**src/rtl/taillight_decoder_pkg.sv**
```systemverilog
// Shared encodings for the taillight pattern decoder: modes, FSM states and
// the four legal single-side lamp patterns.
package taillight_decoder_pkg;

    typedef enum logic [2:0] {
        MODE_NONE    = 3'd0,
        MODE_LEFT    = 3'd1,
        MODE_RIGHT   = 3'd2,
        MODE_HAZARD  = 3'd3,
        MODE_BRAKE   = 3'd4,
        MODE_UNKNOWN = 3'd7
    } mode_e;

    typedef enum logic [1:0] {
        ST_HUNT   = 2'd0,
        ST_TRACK  = 2'd1,
        ST_LOCKED = 2'd2
    } state_e;

    localparam logic [2:0] PAT_PH0 = 3'b000;
    localparam logic [2:0] PAT_PH1 = 3'b001;
    localparam logic [2:0] PAT_PH2 = 3'b011;
    localparam logic [2:0] PAT_PH3 = 3'b111;

    // Static modes hold one pattern instead of stepping through phases.
    function automatic logic is_static(input mode_e m);
        return (m == MODE_NONE) || (m == MODE_BRAKE);
    endfunction

endpackage

```
**src/rtl/side_phase.sv**
```systemverilog
// Maps one 3-bit side pattern to its legality and step phase.
module side_phase
    import taillight_decoder_pkg::*;
(
    input  logic [2:0] i_pat,
    output logic       o_legal,
    output logic [1:0] o_phase
);

    always_comb begin
        o_legal = 1'b1;
        o_phase = 2'd0;
        case (i_pat)
            PAT_PH0: o_phase = 2'd0;
            PAT_PH1: o_phase = 2'd1;
            PAT_PH2: o_phase = 2'd2;
            PAT_PH3: o_phase = 2'd3;
            default: o_legal = 1'b0;
        endcase
    end

endmodule

```
**src/rtl/taillight_decoder.sv**
```systemverilog
// Observes the six lamps on each tick, locks onto a blink mode after
// LOCK_STEPS consistent samples and counts completed sequences.
module taillight_decoder
    import taillight_decoder_pkg::*;
#(
    parameter int unsigned LOCK_STEPS = 4
) (
    input  logic       CLOCK_50,
    input  logic       reset_n,
    input  logic       tick,
    input  logic [5:0] led,
    output logic [2:0] mode,
    output logic       valid,
    output logic       error,
    output logic [7:0] cycles
);

    localparam int unsigned       STEP_W   = $clog2(LOCK_STEPS + 1);
    localparam logic [STEP_W-1:0] STEP_MAX = STEP_W'(LOCK_STEPS);

    logic              w_l_legal;
    logic              w_r_legal;
    logic [1:0]        w_l_ph;
    logic [1:0]        w_r_ph;

    state_e            r_state,    w_state;
    mode_e             r_cand,     w_cand;
    mode_e             r_mode,     w_mode;
    logic [1:0]        r_phase,    w_phase;
    logic [STEP_W-1:0] r_step_cnt, w_step_cnt;
    logic [STEP_W-1:0] r_run,      w_run;
    logic              r_run_on,   w_run_on;
    logic              r_valid,    w_valid;
    logic              r_error,    w_error;
    logic [7:0]        r_cycles,   w_cycles;

    logic              w_all_off;
    logic              w_all_on;
    logic              w_legal;
    logic              w_match;
    logic              w_seed;
    mode_e             w_seed_mode;
    logic [1:0]        w_seed_phase;
    logic [1:0]        w_exp_phase;

    side_phase u_left (
        .i_pat   (led[2:0]),
        .o_legal (w_l_legal),
        .o_phase (w_l_ph)
    );

    side_phase u_right (
        .i_pat   (led[5:3]),
        .o_legal (w_r_legal),
        .o_phase (w_r_ph)
    );

    // Classify the current sample and test it against the candidate's next step.
    always_comb begin
        w_all_off    = w_l_legal && w_r_legal && (w_l_ph == 2'd0) && (w_r_ph == 2'd0);
        w_all_on     = w_l_legal && w_r_legal && (w_l_ph == 2'd3) && (w_r_ph == 2'd3);
        w_legal      = 1'b1;
        w_seed_mode  = MODE_UNKNOWN;
        w_seed_phase = 2'd0;
        if (!w_l_legal || !w_r_legal) begin
            w_legal = 1'b0;
        end else if (w_all_off) begin
            w_seed_mode = MODE_NONE;
        end else if (w_all_on) begin
            w_seed_mode = MODE_BRAKE;
        end else if (w_r_ph == 2'd0) begin
            w_seed_mode  = MODE_LEFT;
            w_seed_phase = w_l_ph;
        end else if (w_l_ph == 2'd0) begin
            w_seed_mode  = MODE_RIGHT;
            w_seed_phase = w_r_ph;
        end else if (w_l_ph == w_r_ph) begin
            w_seed_mode  = MODE_HAZARD;
            w_seed_phase = w_l_ph;
        end else begin
            w_legal = 1'b0;
        end

        w_exp_phase = r_phase + 2'd1;
        w_match     = 1'b0;
        case (r_cand)
            MODE_LEFT:   w_match = w_legal && (w_l_ph == w_exp_phase) && (w_r_ph == 2'd0);
            MODE_RIGHT:  w_match = w_legal && (w_r_ph == w_exp_phase) && (w_l_ph == 2'd0);
            MODE_HAZARD: w_match = w_legal && (w_l_ph == w_exp_phase) && (w_r_ph == w_exp_phase);
            MODE_NONE:   w_match = w_all_off;
            MODE_BRAKE:  w_match = w_all_on;
            default:     w_match = 1'b0;
        endcase
    end

    // Next-state and output logic.
    always_comb begin
        w_state    = r_state;
        w_cand     = r_cand;
        w_mode     = r_mode;
        w_phase    = r_phase;
        w_step_cnt = r_step_cnt;
        w_run      = r_run;
        w_run_on   = r_run_on;
        w_valid    = r_valid;
        w_error    = 1'b0;
        w_cycles   = r_cycles;
        w_seed     = 1'b0;

        if (tick) begin
            // Consecutive identical all-off / all-on samples, used to seed static modes.
            w_run_on = w_all_on;
            if (w_all_off || w_all_on) begin
                if ((r_run == '0) || (r_run_on != w_all_on)) begin
                    w_run = STEP_W'(1);
                end else if (r_run < STEP_MAX) begin
                    w_run = r_run + STEP_W'(1);
                end
            end else begin
                w_run = '0;
            end

            if (!w_legal) begin
                w_state    = ST_HUNT;
                w_mode     = MODE_UNKNOWN;
                w_valid    = 1'b0;
                w_error    = 1'b1;
                w_step_cnt = '0;
                w_phase    = 2'd0;
            end else begin
                case (r_state)
                    ST_HUNT: begin
                        w_seed = 1'b1;
                    end
                    ST_TRACK: begin
                        if (w_match) begin
                            w_step_cnt = r_step_cnt + STEP_W'(1);
                            w_phase    = is_static(r_cand) ? 2'd0 : w_exp_phase;
                            if (w_step_cnt >= STEP_MAX) begin
                                w_state = ST_LOCKED;
                                w_mode  = r_cand;
                                w_valid = 1'b1;
                            end
                        end else begin
                            w_seed = 1'b1;
                        end
                    end
                    ST_LOCKED: begin
                        if (w_match) begin
                            w_phase = w_exp_phase;
                            if (r_phase == 2'd3) begin
                                w_cycles = r_cycles + 8'd1;
                            end
                        end else begin
                            w_seed  = 1'b1;
                            w_error = 1'b1;
                            w_mode  = MODE_UNKNOWN;
                            w_valid = 1'b0;
                        end
                    end
                    default: begin
                        w_state = ST_HUNT;
                    end
                endcase

                if (w_seed) begin
                    w_state    = ST_TRACK;
                    w_cand     = w_seed_mode;
                    w_phase    = is_static(w_seed_mode) ? 2'd0 : w_seed_phase;
                    w_step_cnt = is_static(w_seed_mode) ? w_run : STEP_W'(1);
                    w_cycles   = 8'd0;
                end
            end
        end
    end

    always_ff @(posedge CLOCK_50 or negedge reset_n) begin
        if (!reset_n) begin
            r_state    <= ST_HUNT;
            r_cand     <= MODE_NONE;
            r_mode     <= MODE_NONE;
            r_phase    <= 2'd0;
            r_step_cnt <= '0;
            r_run      <= '0;
            r_run_on   <= 1'b0;
            r_valid    <= 1'b0;
            r_error    <= 1'b0;
            r_cycles   <= 8'd0;
        end else begin
            r_state    <= w_state;
            r_cand     <= w_cand;
            r_mode     <= w_mode;
            r_phase    <= w_phase;
            r_step_cnt <= w_step_cnt;
            r_run      <= w_run;
            r_run_on   <= w_run_on;
            r_valid    <= w_valid;
            r_error    <= w_error;
            r_cycles   <= w_cycles;
        end
    end

    assign mode   = r_mode;
    assign valid  = r_valid;
    assign error  = r_error;
    assign cycles = r_cycles;

endmodule

```
**config.mk**
```make
export PLATFORM = sky130hd
export DESIGN_NAME = taillight_decoder
export DESIGN_NICKNAME = d
export VERILOG_FILES = /design/src/rtl/taillight_decoder_pkg.sv /design/src/rtl/side_phase.sv /design/src/rtl/taillight_decoder.sv
export SDC_FILE = /design/constraint.sdc
export NUM_CORES = 1
export LEC_CHECK = 0
export CORE_ASPECT_RATIO = 1.75
export CORE_MARGIN = 2
export CORE_UTILIZATION = 43
export DETAILED_ROUTE_END_ITERATION = 16
export PLACE_DENSITY = 0.61
export SLEW_MARGIN = 25
export SYNTH_ARGS = -nofsm -noshare
export SYNTH_HDL_FRONTEND = slang
export SYNTH_SLANG_ARGS = --single-unit
```
**constraint.sdc**
```tcl
create_clock -name CLOCK_50 -period 6.7 [get_ports CLOCK_50]
set_input_delay 1.675 -clock CLOCK_50 [delete_from_list [all_inputs] [get_ports CLOCK_50]]
set_output_delay 1.675 -clock CLOCK_50 [all_outputs]
set_load 0.005 [all_outputs]
```
==> results.sh <==
export IMPL_status="finished, final reports clean"
export IMPL_synth_edf_count=0
export IMPL_final_setup_viol_count=0
export IMPL_dpl_cell_area_sq_um=2391
export IMPL_hp_class="register to register"
export IMPL_cpPeakStageDelay_ns=0.75
export IMPL_yosys_warnings=0
export IMPL_endpoint_kind="register"
export IMPL_avgSynthCellArea_sq_um=8.855
export IMPL_clkSlewWorstSetupHoldPaths_ns=0.10
export IMPL_drtPass1Iterations=4
export IMPL_fin_util_pct=49.37
export IMPL_grt_max_degree=28
export IMPL_coreArea_sq_um=4935
export IMPL_nets=280
export IMPL_r2r_end="r_cand[0]"
export IMPL_cts_resized=0
export IMPL_hold_path_depth=1
export IMPL_hold_violations=0
export IMPL_critical_path_class="input port to register"
export IMPL_drive_gt1_share_pct=12.64
export IMPL_r2r_setup_slack_ns=3.43
export IMPL_grt_setup_unrepaired="false"
export IMPL_holdWs_ns=0.5216
export IMPL_wire_per_inst_microns=17.10
export IMPL_maxSlewViolCount=0
export IMPL_dp_cells=311
export IMPL_critPathTopFamily="simple AND/OR/NAND/NOR gates"
export IMPL_synth_top_area_share_pct=30.89
export IMPL_synthDistinctLibCells=70
export IMPL_port_buffer_count=21
export IMPL_cp_data_arrival_time_ns=4.78
export IMPL_drcViolationCount=0
export IMPL_final_area_sq_um=2436
export IMPL_yosysMostFrequentCell="dfrtp_1"
export IMPL_timing_fmax_ghz=0.2172
export IMPL_preCtsSetupSlack_ns=1.828
export IMPL_n_antenna_cell=0
export IMPL_worstPathMaxFanout=13
export IMPL_grt_pass1_vias=1885
export IMPL_min_delay_start="cycles[0]"
export IMPL_viasPerCell=6.238
export IMPL_drt_total_wl_mm=5.385
export IMPL_worst_path_max_delay_cell="clkdlybuf4s50_1"
export IMPL_clk_latency_ns=0.28
export IMPL_place_hpwl_mm=4.137
export IMPL_grt_pass1_wl_mm=8.901
export IMPL_chipWidth_microns=57.91
export IMPL_relSlewSlack_pct=47.59
export IMPL_crit_chain="clkdlybuf4s50_1, nand4_1, or3_1, a211o_1, and3b_2, a21oi_2, or2_2, mux2_2"
export IMPL_syn_instance_count=247
export IMPL_fin_setup_tns_ns=0
export IMPL_nFillCells=481
export IMPL_power_uw=367.9
export IMPL_critPathBufInv=1
export IMPL_synth_area_top_cells="dfrtp_1, ha_1, o21ai_0"
export IMPL_holdPathEnd="cycles[0]"
export IMPL_ff_latch_area_sq_um=675.6
export IMPL_r2r_start="r_phase[0]"
export IMPL_num_rows=34
export IMPL_cp_required_ns=6.88
export IMPL_cts_root_buf="clkbuf_8"
export IMPL_chipHeight_microns=98.35
export IMPL_maxCapViolCount=0
export IMPL_antenna_found_initial=0
export IMPL_synth_common_cells="dfrtp_1, nand2_1, inv_1, o21ai_0"
export IMPL_synthFlopType="dfrtp_1"
export IMPL_p_leak_nw=0.9549
export IMPL_io_pins=22
export IMPL_drt_initial_drc_count=107
export IMPL_die_area_sq_um=5695
export IMPL_tightest_slew_ns=0.7664
export IMPL_htree_num_levels=1
export IMPL_post_cts_buffers=0
export IMPL_antenna_left=0
export IMPL_synth_area_sq_um=2187
export IMPL_hold_buffers=0
export IMPL_cts_tree="yes"
export IMPL_clk_path_buf_depth=2
export IMPL_fin_cells=315
export IMPL_synth_nets=265
export IMPL_area_delta_synth_final_pct=11.38
export IMPL_clock_skew_ns=0.005550
export IMPL_vias=1965
export IMPL_rr_worst_depth=8
export IMPL_synth_seq_area_share_pct=30.89
export IMPL_overflow=0
export IMPL_clock_sinks=27
export IMPL_multi_input_comb_area_sq_um=1348
export IMPL_fin_crit_sh_pct=68.71
export IMPL_startpoint_type="input port"
export IMPL_track_usage_pct=20.09
export IMPL_p_per_area_nw_per_um2=151.0
export IMPL_ir_worst_vdd_uv=88.19
export IMPL_initial_core_util_pct=44.32
export IMPL_worst_slack_ns=2.096
export IMPL_synth_seq_cells=27
export IMPL_async_reset_ff_share_pct=100.0
export IMPL_synth_top_area_cell="dfrtp_1"
export IMPL_gp_congestion=0.8876
export IMPL_fin_crit_ns=4.604
export IMPL_numCtsBuffers=3
layout make-up:
class / count / share of cell area [%]
well taps: 54 / 2.773
inverters: 20 / 3.082
clock buffers: 4 / 1.849
repair buffers: 23 / 9.245
flip-flops and latches: 27 / 27.73
multi-input cells: 187 / 55.32
where the power goes:
| group | internal (mW) | switching [mW] | total [mW] |
|---|---|---|---|
| Combinational | 0.0376 | 0.0515 | 0.0891 |
| Sequential | 0.171 | 0.0120 | 0.183 |
| Clock | 0.0428 | 0.0532 | 0.0960 |
sequential cells by signal, indices dropped and copies added, names as in the netlist:
register	flops
r_step_cnt	3
mode	3
r_cand	3
valid	1
r_phase	2
r_state	2
error	1
r_run	3
cycles	8
r_run_on	1
placed cells by master (no fill, tap or decap), drive strengths merged, types with 4 or more instances in the layout:
master         netlist  routed
dfrtp               27      27
nand2               22      22
clkdlybuf4s50        0      21
inv                 20      20
o21ai               18      18
a21oi               13      13
nand3               13      13
ha                   9       9
nand2b               8       8
nor2                 7       7
mux2                 6       6
nand4                6       6
o21a                 5       5
o211ai               5       5
nor3                 5       5
o22a                 4       4
clkbuf               7       4
how the worst max path moves through the flow:
stage / cells after the start / to / slack [ns] / startpoint
after CTS: 8 / r_cand[0] / 2.14 / led[3]
after detailed placement: 8 / r_cand[0] / 1.83 / led[2]
after global routing: 8 / r_cand[1] / 1.97 / led[3]
final: 8 / r_cand[0] / 2.10 / led[3]
after global placement: 8 / r_cand[0] / 1.83 / led[3]
after floorplan: 8 / r_cand[0] / 2.91 / led[5]
metal layers:
metal / track usage [%] / vias up / wire, microns
met1: 22.24 / 955 / 2003
met4: 9.839 / 0 / 154
met2: 36.71 / 50 / 3096
met5: 0 / - / 0
li1: - / 949 / -
met3: 1.854 / 11 / 130
logic make-up (layout without fill, tap and decap cells):
group / after synthesis / after routing / share of synthesized area, %
flops: 27 / 27 / 30.89
compound gates: 83 / 83 / 28.09
buf+inv: 33 / 47 / 7.493
fa+ha+maj: 9 / 9 / 5.149
xor+xnor: 4 / 4 / 1.602
simple gates: 82 / 82 / 22.31
mux: 9 / 9 / 4.462
(Power assumes the default switching activity.)
